==> src/rtl/qpsk_symbol_mapper.sv <==
// qpsk_symbol_mapper: maps 2-bit QPSK dibits onto sc16 I/Q constellation points.
// Two-stage pipeline (phase/amplitude, then I/Q words) with AXI-Stream style
// handshakes on both sides. Optional Gray mapping, differential phase encoding
// and a runtime amplitude.
module qpsk_symbol_mapper #(
   parameter logic [15:0] DEFAULT_AMP  = 16'd23170,
   parameter bit          DEFAULT_GRAY = 1'b1,
   parameter bit          DEFAULT_DIFF = 1'b0
) (
   input  logic        clk,
   input  logic        reset,
   input  logic [31:0] in_tdata,
   input  logic        in_tlast,
   input  logic        in_tvalid,
   output logic        in_tready,
   output logic [31:0] out_tdata,
   output logic        out_tlast,
   output logic        out_tvalid,
   input  logic        out_tready,
   input  logic [15:0] cfg_amp,
   input  logic        cfg_gray,
   input  logic        cfg_diff,
   input  logic        cfg_amp_stb,
   input  logic        phase_clear,
   output logic [31:0] sym_count
);

   localparam int unsigned DATA_W = 32;
   localparam int unsigned AMP_W  = 16;
   localparam int unsigned PH_W   = 2;
   localparam int unsigned CNT_W  = 32;
   localparam logic [AMP_W-1:0] AMP_MAX = 16'h7FFF;

   // Configuration registers
   logic [AMP_W-1:0]  r_amp;
   logic              r_gray;
   logic              r_diff;

   // Differential phase accumulator
   logic [PH_W-1:0]   r_acc;

   // Stage 1: phase, amplitude, tlast
   logic              r_s1_valid;
   logic [PH_W-1:0]   r_s1_phase;
   logic [AMP_W-1:0]  r_s1_amp;
   logic              r_s1_last;

   // Stage 2: output beat
   logic              r_out_valid;
   logic [DATA_W-1:0] r_out_data;
   logic              r_out_last;
   logic [CNT_W-1:0]  r_sym_count;

   logic              w_adv;
   logic              w_accept;
   logic              w_xfer;
   logic [PH_W-1:0]   w_dibit;
   logic [PH_W-1:0]   w_p;
   logic [PH_W-1:0]   w_acc_base;
   logic [PH_W-1:0]   w_acc_sum;
   logic [PH_W-1:0]   w_phase;
   logic [AMP_W-1:0]  w_neg_amp;
   logic [AMP_W-1:0]  w_i;
   logic [AMP_W-1:0]  w_q;
   logic              w_unused;

   // Whole pipeline advances when the output slot is free or being drained
   assign w_adv     = out_tready | ~r_out_valid;
   assign w_accept  = in_tvalid & w_adv;
   assign w_xfer    = r_out_valid & out_tready;
   assign in_tready = w_adv;

   // Only the low dibit of the input word carries information
   assign w_unused  = ^in_tdata[DATA_W-1:PH_W];
   assign w_dibit   = in_tdata[PH_W-1:0];

   // Gray: 00->0, 01->1, 11->2, 10->3; natural: p = dibit
   assign w_p        = r_gray ? {w_dibit[1], w_dibit[1] ^ w_dibit[0]} : w_dibit;
   // A coincident phase_clear takes effect before the accumulation
   assign w_acc_base = phase_clear ? '0 : r_acc;
   assign w_acc_sum  = PH_W'(w_acc_base + w_p);
   assign w_phase    = r_diff ? w_acc_sum : w_p;

   // Constellation point from stage-1 phase: I negative for phases 1,2; Q for 2,3
   assign w_neg_amp = AMP_W'(~r_s1_amp + AMP_W'(1));
   assign w_i       = (r_s1_phase[1] ^ r_s1_phase[0]) ? w_neg_amp : r_s1_amp;
   assign w_q       = r_s1_phase[1] ? w_neg_amp : r_s1_amp;

   // Config registers load on strobe; bit 15 saturates so -A stays representable
   always_ff @(posedge clk) begin
      if (reset) begin
         r_amp  <= DEFAULT_AMP;
         r_gray <= DEFAULT_GRAY;
         r_diff <= DEFAULT_DIFF;
      end else if (cfg_amp_stb) begin
         r_amp  <= cfg_amp[AMP_W-1] ? AMP_MAX : cfg_amp;
         r_gray <= cfg_gray;
         r_diff <= cfg_diff;
      end
   end

   // Accumulator updates on accepted differential beats, or clears alone
   always_ff @(posedge clk) begin
      if (reset) begin
         r_acc <= '0;
      end else if (w_accept && r_diff) begin
         r_acc <= w_acc_sum;
      end else if (phase_clear) begin
         r_acc <= '0;
      end
   end

   // Stage 1 captures the emitted phase and the amplitude in force at accept
   always_ff @(posedge clk) begin
      if (reset) begin
         r_s1_valid <= 1'b0;
         r_s1_phase <= '0;
         r_s1_amp   <= '0;
         r_s1_last  <= 1'b0;
      end else if (w_adv) begin
         r_s1_valid <= w_accept;
         if (w_accept) begin
            r_s1_phase <= w_phase;
            r_s1_amp   <= r_amp;
            r_s1_last  <= in_tlast;
         end
      end
   end

   // Stage 2 registers the I/Q word; bubbles only clear the valid
   always_ff @(posedge clk) begin
      if (reset) begin
         r_out_valid <= 1'b0;
         r_out_data  <= '0;
         r_out_last  <= 1'b0;
      end else if (w_adv) begin
         r_out_valid <= r_s1_valid;
         if (r_s1_valid) begin
            r_out_data <= {w_i, w_q};
            r_out_last <= r_s1_last;
         end
      end
   end

   // Count transferred output beats, wrapping naturally
   always_ff @(posedge clk) begin
      if (reset) begin
         r_sym_count <= '0;
      end else if (w_xfer) begin
         r_sym_count <= CNT_W'(r_sym_count + CNT_W'(1));
      end
   end

   assign out_tvalid = r_out_valid;
   assign out_tdata  = r_out_data;
   assign out_tlast  = r_out_last;
   assign sym_count  = r_sym_count;

endmodule

==> config.mk <==
export PLATFORM = sky130hd
export DESIGN_NAME = qpsk_symbol_mapper
export DESIGN_NICKNAME = d
export VERILOG_FILES = /design/src/rtl/qpsk_symbol_mapper.sv
export SDC_FILE = /design/constraint.sdc
export NUM_CORES = 1
export LEC_CHECK = 0
export ABC_AREA = 1
export BUFFER_PORTS_ARGS = -buffer_cell sky130_fd_sc_hd__buf_2
export CELL_PAD_IN_SITES_DETAIL_PLACEMENT = 1
export CELL_PAD_IN_SITES_GLOBAL_PLACEMENT = 2
export CORE_MARGIN = 3
export CORE_UTILIZATION = 26
export DETAILED_ROUTE_END_ITERATION = 6
export HOLD_SLACK_MARGIN = 0.05
export MAX_ROUTING_LAYER = met4
export PLACE_DENSITY_LB_ADDON = 0.1
export RECOVER_POWER = 50
export SYNTH_ARGS = -nofsm -noshare
export SYNTH_HDL_FRONTEND = slang
export SYNTH_SLANG_ARGS = --single-unit
==> constraint.sdc <==
create_clock -name clk -period 1.5 [get_ports clk]
set_input_delay 0.3 -clock clk [delete_from_list [all_inputs] [get_ports clk]]
set_output_delay 0.3 -clock clk [all_outputs]
set_load 0.01 [all_outputs]
==> flow_summary.yaml, run 1 <==
grt:
  grt_usage_pct: 16.38
  antenna_found_initial: 2
  overflow: 0
  grt_pass1_vias: 5163
  grt_max_degree: 65
  grt_pass1_wl_um: 25880
sta:
  period_minus_slack_ns: 1.489
  fin_crit_sh_pct: 99.24
  setup_viol: 0
  fmax_mhz: 671.8
  relSlewSlack_pct: 58.81
  tightest_slew_ns: 0.6178
  hold_violations: 0
  rsz0062_at_grt: "yes"
  finClkSkew_ns: 0.009124
  fin_tns_setup_ns: 0
  report.final.slew_viol_count: 0
min_path:
  hold_depth: 3
  hold_path_class: "primary input to flop"
cells_and_area:
  final_cell_mix: "nand2_1, buf_2, dfxtp_1"
  seqCellArea_um2: 2081
  synthToLayoutAreaGrowth_pct: 35.70
  num-nets-final: 860
  drive_gt1_share_pct: 33.42
  final_common_cell: "nand2_1"
  nFillCells: 2270
  fin_area_um2: 6573
  multi_input_area_um2: 2570
  post-route-util_pct: 36.22
pwr:
  ir_drop_uv: 516.8
  p_leak_nw: 2.918
  p_per_area_nw_per_um2: 972.6
clock_network:
  cts_sinks: 103
  clockBufferDepth: 2
  cts_made_buffers: 9
  hold_buffers: 0
  clk_latency_ns: 0.36
  clkTransAtPathRegs_ns: 0.07
  cts_htree_levels: 3
  tritoncts: "done"
  cts-root-buf: "clkbuf_16"
worst_setup_path:
  worstRegToRegCells: 10
  critical_path_class: "flop to flop"
  cp_max_fo: 8
  critPathRequiredTime_ns: 1.76
  arrival_ns: 1.74
  end_kind: "flop"
  worst_setup_path_start_kind: "flop"
synth:
  ys_warn_count: 0
  netlist.area_leader.share_pct: 42.57
  synth_area_per_cell_um2: 7.394
  netlist_area_um2: 4843
  postSynthCellCount: 655
  syn_nets: 715
  synth_top_cell_by_area: "dfxtp_1"
  yosysSeqAreaShare_pct: 42.57
  synth_area_leaders: "dfxtp_1, nand2_1, a21oi_1"
  ys_seq_elements: 103
  ys_types: 38
route:
  drt_iter0_drc: 165
  drc: 0
  wl_per_cell_um: 15.22
  ant_nets: 0
  drt_wl_total_um: 15770
  first_pass_iters: 4
  via_per_inst: 4.677
  vias: 4845
floorplan:
  ios: 124
  rows: 49
  die_x_um: 142.5
  die-area_um2: 20300
  coreArea_um2: 18150
  die_h_um: 142.5
  start_util_pct: 26.69
placed_design:
  portBuffers: 93
  gp_congestion: 0.8141
  hpwl_um: 12010
  dpl_cell_area_um2: 5983
run_status:
  status: "finished, final reports clean"
flow_run:
  cap_violations: 0
==> flip-flops by register name, indices dropped and copies added (netlist names) <==
| signal | cells |
|---|---|
| out_tdata | 31 |
| r_s1_last | 1 |
| r_gray | 1 |
| sym_count | 32 |
| out_tvalid | 1 |
| out_tlast | 1 |
| r_diff | 1 |
| r_amp | 15 |
| r_s1_phase | 2 |
| r_s1_amp | 15 |
| r_s1_valid | 1 |
| r_acc | 2 |
==> critical path, cell delays in order (launching register included) <==
cell,delay [ns]
dfxtp_2,0.37
ha_4,0.15
nand2_4,0.07
nor2_8,0.10
nand3_4,0.10
nor2_8,0.20
nand2_4,0.09
nor2_4,0.14
nand3_2,0.08
nand2_2,0.07
nor2_2,0.03
==> Yosys cell counts (all sizes together) <==
master	number
o221a	9
o21ai	68
and3	1
a21oi	71
nor2	80
nand2	122
nor3	2
nand3	41
nand4	14
o21bai	4
clkbuf	17
buf	12
dfxtp	103
a31oi	11
inv	73
xnor2	4
o211ai	2
ha	3
o22ai	6
xor2	9
nor4	1
o21a	1
nor3b	1
==> metal layers <==
| layer | track usage [%] | vias up | routed length, µm | share of wire (%) |
|---|---|---|---|---|
| li1 | - | 2480 | - | - |
| met1 | 18.42 | 2274 | 6934 | 44 |
| met2 | 28.86 | 70 | 7945 | 50 |
| met3 | 2.856 | 21 | 538 | 3.4 |
| met4 | 6.353 | 0 | 347 | 2.2 |
| met5 | - | - | 0 | 0 |
==> per-stage QoR <==
| step | total power, mW | worst slack (ns) | hold WS, ns | instances |
|---|---|---|---|---|
| after global routing | 6.747 | -0.1001 | 0.1519 | 1036 |
| after detailed placement | 3.997 | -0.08273 | 0.4555 | 1012 |
| after global placement | 3.974 | -0.03716 | 0.4517 | 1012 |
| after CTS | 6.476 | -0.02596 | 0.1452 | 1029 |
| after floorplan | 3.570 | 0.003923 | 0.3694 | 655 |
| final | 6.393 | 0.01146 | 0.1623 | 1036 |
==> cell type report <==
class	instances	area share (%)
Clock inverter	5	0.8567
Sequential cell	103	31.66
Clock buffer	11	3.693
Tap cell	229	4.359
Multi-Input combinational cell	450	39.10
Timing Repair Buffer	163	15.99
Inverter	73	4.264
Antenna cell	2	0.07615
==> worst paths after layout <==
path,to,slack [ns],from
worst max-delay path,sym_count[28]$_SDFFE_PP0P_,0.01,sym_count[1]$_SDFFE_PP0P_
worst min-delay path,r_amp[11]$_SDFFE_PP1P_,0.16,cfg_amp[11]
worst max register to register,sym_count[28]$_SDFFE_PP0P_,0.01,sym_count[1]$_SDFFE_PP0P_
worst min register to register,r_amp[7]$_SDFFE_PP1P_,0.47,r_amp[7]$_SDFFE_PP1P_
==> where the power goes <==
group | internal, mW | total, mW | switching (mW)
Combinational | 0.415 | 1.00 | 0.585
Sequential | 2.88 | 2.97 | 0.0927
Clock | 1.34 | 2.42 | 1.08
Total | 4.63 | 6.39 | 1.76
==> cells by family (layout without fill, tap and decap cells) <==
logic type	count (synthesis)	after routing	synth area share, %
AO/OA/AOI/OAI	172	172	19.81
other	0	2	0
XOR/XNOR	13	13	2.739
flip-flops	103	103	42.57
adder cells (fa/ha/maj)	3	3	0.7751
AND/OR/NAND/NOR	262	262	25.45
buffers and inverters	102	252	8.654
==> repair_timing <==
| action | CTS | global route |
|---|---|---|
| setup buffers | 1 | 5 |
| pin swaps | 3 | 16 |
| setup endpoints to repair | 13 | 43 |
| gates resized for setup | 14 | 62 |
(Power assumes the default switching activity.)
==> inputs of run 2 (changes only) <==
==> constraint.sdc (replaced) <==
create_clock -name clk -period 1.5 [get_ports clk]
set_input_delay 0.45 -clock clk [delete_from_list [all_inputs] [get_ports clk]]
set_output_delay 0.45 -clock clk [all_outputs]
set_load 0.01 [all_outputs]
==> flow_summary.yaml, run 2 (synthesis gave the netlist of run 1 again) <==
grt:
  grt_usage_pct: 16.56
  antenna_found_initial: 2
  overflow: 0
  grt_pass1_vias: 5213
  grt_pass1_wl_um: 26370
  grt_max_degree: 66
floorplan:
  start_util_pct: 26.69
  die_h_um: 142.5
  die-area_um2: 20300
  coreArea_um2: 18150
  rows: 49
  ios: 124
  die_x_um: 142.5
placed_design:
  portBuffers: 93
  hpwl_um: 11800
  gp_congestion: 0.8326
  place_inst: 1014
worst_setup_path:
  worst_setup_path_start_kind: "flop"
  worstRegToRegCells: 8
  cp_max_fo: 5
  critical_path_class: "flop to flop"
  arrival_ns: 1.69
  critPathRequiredTime_ns: 1.74
  end_kind: "flop"
clock_network:
  cts_sinks: 103
  cts_htree_levels: 3
  tritoncts: "done"
  cts-root-buf: "clkbuf_16"
  cts_made_buffers: 9
  clkTransAtPathRegs_ns: 0.07
  clockBufferDepth: 2
  clk_latency_ns: 0.35
pwr:
  ir_drop_uv: 554.4
  p_leak_nw: 2.844
  p_per_area_nw_per_um2: 992.8
run_status:
  status: "finished, final reports clean"
route:
  vias: 4934
  drc: 0
  via_per_inst: 4.713
  drt_iter0_drc: 158
  ant_nets: 0
  wl_per_cell_um: 15.51
  first_pass_iters: 6
  drt_wl_total_um: 16240
cells_and_area:
  nFillCells: 2275
  post-route-util_pct: 36.79
  drive_gt1_share_pct: 29.90
  final_common_cell: "nand2_1"
  final_cell_mix: "nand2_1, dfxtp_1, buf_4"
  largest_reg_flops: 32
  num-nets-final: 871
  synthToLayoutAreaGrowth_pct: 37.85
  instances_no_fill: 1047
sta:
  rsz0062_at_grt: "yes"
  finClkSkew_ns: 0.009676
  relSlewSlack_pct: 56.39
  tightest_slew_ns: 0.6541
  setup_viol: 0
  period_minus_slack_ns: 1.453
  fin_crit_sh_pct: 96.86
  fmax_mhz: 688.3
  hold_violations: 0
  report.final.slew_viol_count: 0
min_path:
  hold_path_class: "primary input to flop"
  hold_depth: 3
flow_run:
  cap_violations: 0
-- run 2: worst paths after layout --
path / start / endpoint / slack (ns)
worst min register to register: sym_count[23]$_SDFFE_PP0P_ / sym_count[23]$_SDFFE_PP0P_ / 0.45
worst max register to register: sym_count[0]$_SDFFE_PP0P_ / sym_count[17]$_SDFFE_PP0P_ / 0.05
worst min-delay path: cfg_amp[1] / r_amp[1]$_SDFFE_PP1P_ / 0.30
worst max-delay path: sym_count[0]$_SDFFE_PP0P_ / sym_count[17]$_SDFFE_PP0P_ / 0.05
-- run 2: layout make-up --
type	count	area [µm²]	area share [%]
inverters	73	276.5	4.142
multi-input cells	450	2557	38.31
clock buffers	10	239.0	3.579
diodes	2	5.005	0.07496
clock inverters	6	90.09	1.349
repair buffers	174	1137	17.04
flip-flops and latches	103	2085	31.22
well taps	229	286.5	4.292
-- run 2: where the power goes --
group / switching (mW) / total [mW] / internal [mW]
Sequential: 0.0957 / 2.97 / 2.87
Clock: 1.10 / 2.61 / 1.52
Combinational: 0.608 / 1.04 / 0.435
-- run 2: per-stage QoR --
stage	setup slack [ns]	power (mW)	cell area (µm²)	setup TNS, ns	hold slack (ns)
floorplan	0.003923	3.570	4846	0	0.4287
global placement	-0.1469	3.990	6023	-0.9818	0.4505
detailed placement	-0.2316	4.007	6023	-1.709	0.4632
CTS	-0.0006073	6.694	6442	-0.0006073	0.2913
global route	-0.06247	7.026	6676	-0.7189	0.2980
finish	0.04705	6.628	6676	0	0.3034
-- run 2: timing repair --
| action | CTS | global route |
|---|---|---|
| setup buffers | 4 | 10 |
| hold buffers | 0 | 0 |
| gates resized for setup | 20 | 67 |
| endpoints found under the setup margin | 15 | 44 |
| pin swaps | 7 | 24 |
| gates cloned | 0 | 1 |
-- run 2: worst max-delay path, stage by stage, from the launching register on --
cell and delay [ns]:
dfxtp_4 0.36, buf_6 0.12, nand3_4 0.09, nor2_4 0.14, nand3_4 0.09, nor2_4 0.21, buf_4 0.15, xnor2_1 0.11
nor2_1 0.06
-- run 2: per-layer routing --
metal / routed length, µm / up-vias / part of all wire, % / track usage [%]
met5: 0 / - / 0 / -
met4: 155 / 0 / 0.95 / 3.152
met3: 546 / 11 / 3.4 / 3.898
met2: 8411 / 68 / 52 / 29.77
met1: 7123 / 2364 / 44 / 18.85
li1: - / 2491 / - / -
==> inputs of run 3 (changes only) <==
--- a/config.mk
+++ b/config.mk
@@ -5,15 +5,14 @@
 export SDC_FILE = /design/constraint.sdc
 export NUM_CORES = 1
 export LEC_CHECK = 0
-export ABC_AREA = 1
 export BUFFER_PORTS_ARGS = -buffer_cell sky130_fd_sc_hd__buf_2
 export CELL_PAD_IN_SITES_DETAIL_PLACEMENT = 1
 export CELL_PAD_IN_SITES_GLOBAL_PLACEMENT = 2
+export CORE_ASPECT_RATIO = 1.5
 export CORE_MARGIN = 3
-export CORE_UTILIZATION = 26
+export CORE_UTILIZATION = 27
 export DETAILED_ROUTE_END_ITERATION = 6
 export HOLD_SLACK_MARGIN = 0.05
-export MAX_ROUTING_LAYER = met4
 export PLACE_DENSITY_LB_ADDON = 0.1
 export RECOVER_POWER = 50
 export SYNTH_ARGS = -nofsm -noshare
==> flow_summary.yaml, run 3 <==
run_status:
  status: "finished with violations"
  violations: "negative setup slack"
sta:
  fin_tns_setup_ns: -12.40
  rsz0062_at_grt: "yes"
  hold_violations: 0
  tightest_slew_ns: 0.5630
  fin_crit_sh_pct: 127.7
  finClkSkew_ns: 0.009758
  fmax_mhz: 522.0
  period_minus_slack_ns: 1.916
  relSlewSlack_pct: 62.47
  report.final.slew_viol_count: 0
  setup_viol: 69
  worst_slack_ns: -0.4156
synth:
  synth_ff_type: "dfxtp_1"
  synth_edf_count: 0
  ys_warn_count: 0
  ys_types: 41
  synth_area_per_cell_um2: 8.467
  synth_area_leaders: "dfxtp_1, a21oi_1, nor2_1"
  netlist.area_leader.share_pct: 45.35
  synth_top_cell_by_area: "dfxtp_1"
  synthArstFlopShare_pct: 0
  syn_nets: 597
  netlist_area_um2: 4547
  postSynthCellCount: 537
  yosysSeqAreaShare_pct: 45.35
  ys_seq_elements: 103
  synth_common_cells: "dfxtp_1, nor2_1, nand2_1, a21oi_1, clkbuf_1"
  yosysMostFrequentCell: "dfxtp_1"
clock_network:
  clockBufferDepth: 2
  hold_buffers: 0
  cts_made_buffers: 9
  cts_htree_levels: 3
  clkTransAtPathRegs_ns: 0.08
  cts-root-buf: "clkbuf_16"
  cts_sinks: 103
  clk_latency_ns: 0.35
  tritoncts: "done"
cells_and_area:
  n_antenna_cell: 0
  synthToLayoutAreaGrowth_pct: 53.27
  final_cell_mix: "buf_4, dfxtp_1, nor2_1, buf_2, nand2_1"
  final_common_cell: "buf_4"
  largest_reg_flops: 32
  num-nets-final: 770
  nFillCells: 1905
  drive_gt1_share_pct: 40.70
  instances_no_fill: 921
grt:
  grt_pass1_wl_um: 24220
  grt_usage_pct: 16.40
  antenna_found_initial: 0
  grt_max_degree: 32
  grt_pass1_vias: 4842
  overflow: 0
worst_setup_path:
  end_kind: "flop"
  cpMaxStageDelayCell: "or4_4"
  critical_path_class: "flop to flop"
  critPathRequiredTime_ns: 1.76
  path_delay_family: "simple AND/OR/NAND/NOR gates"
  arrival_ns: 2.18
  max_stage_delay_ns: 0.56
  cp_max_fo: 4
  critPathBufInv: 0
  crit_top_cell: "or4_4"
  cp_cell_sequence: "or4_4 > or4_4 > a21bo_1 > a311oi_2"
  worst_setup_path_start_kind: "flop"
route:
  ant_nets: 0
  first_pass_iters: 4
  drt_wl_total_um: 15590
  drt_iter0_drc: 128
  vias: 4570
  via_per_inst: 4.962
  drc: 0
  wl_per_cell_um: 16.92
pwr:
  p_leak_nw: 2.607
  power.total_mw: 6.625
  ir_drop_uv: 531.8
  p_per_area_nw_per_um2: 950.7
placed_design:
  portBuffers: 93
  place_inst: 883
  hpwl_um: 11050
  pre_cts_ws_ns: -0.5441
  gp_congestion: 0.8058
floorplan:
  coreArea_um2: 16330
  die_h_um: 164.9
  start_util_pct: 27.84
  ios: 124
  rows: 57
  die-area_um2: 18470
  die_x_um: 112.0
min_path:
  hold_path_class: "primary input to flop"
flow_run:
  cap_violations: 0
run 3: cell count changes after synthesis, moves of 13 or more:
cell,previous run,this run
nand2_1,118,58
or4_1,0,16
nand3_1,36,11
xnor2_1,3,18
xor2_1,9,22
o31ai_1,0,16
or3_1,0,13
inv_1,69,11
clkbuf_1,15,39
a211oi_1,0,25
o21ai_0,66,17
a21oi_1,71,47
run 3: timing repair:
item	CTS	global route
buffers inserted	12	6
gates resized for setup	38	73
endpoints found under the hold margin	0	0
endpoints found under the setup margin	45	67
gates cloned	3	2
pin swaps	22	31
run 3: kinds of logic (layout without fill, tap and decap cells):
family	count (synthesis)	count (layout)	synth area share, %
AO/OA/AOI/OAI	139	139	19.51
XOR/XNOR	40	40	7.705
adder cells (fa/ha/maj)	3	3	0.8256
buffers and inverters	54	229	5.036
flip-flops	103	103	45.35
multiplexers	3	3	0.6879
AND/OR/NAND/NOR	195	198	20.89
run 3: area by class of cell:
class	count	area (µm²)	area share (%)
multi-input combinational	383	2783	39.93
sequential	103	2126	30.50
timing repair buffer	202	1448	20.77
clock buffer	13	292.8	4.201
tap	206	257.7	3.698
inverter	11	41.29	0.5925
clock inverter	3	21.27	0.3052
run 3: per-layer routing:
layer / wire [µm] / GRT usage (%) / part of all wire, % / vias up
li1: - / - / - / 2258
met1: 5922 / 16.38 / 38 / 2245
met2: 9037 / 33.84 / 58 / 55
met3: 456 / 3.189 / 2.9 / 12
met4: 170 / 4.429 / 1.1 / 0
met5: 0 / 0 / 0 / -
run 3: path summary, 6_finish.rpt:
kind | to | cells past startpoint | start | slack, ns
min reg2reg | out_tlast$_SDFFE_PP0P_ | 2 | r_s1_last$_SDFFE_PP0P_ | 0.46
max reg2reg | out_tdata[29]$_SDFFE_PP0P_ | 4 | r_s1_amp[12]$_SDFFE_PP0P_ | -0.42
max | out_tdata[29]$_SDFFE_PP0P_ | 4 | r_s1_amp[12]$_SDFFE_PP0P_ | -0.42
min | r_gray$_SDFFE_PP1P_ | 2 | cfg_gray | 0.30
run 3: stage by stage:
stage | cell area [µm²] | hold slack, ns | util, %
floorplan | 4792 | 0.4242 | -
global placement | 6007 | 0.4448 | 36.78
detailed placement | 6007 | 0.4554 | 36.78
CTS | 6576 | 0.2858 | 40.27
global route | 6969 | 0.2970 | 42.67
finish | 6969 | 0.3029 | 42.67
run 3: power breakdown:
| group | internal [mW] | total, mW | switching (mW) |
|---|---|---|---|
| combinational | 0.554 | 1.21 | 0.660 |
| clock | 1.38 | 2.48 | 1.10 |
| sequential | 2.85 | 2.94 | 0.0896 |
| total | 4.78 | 6.63 | 1.85 |
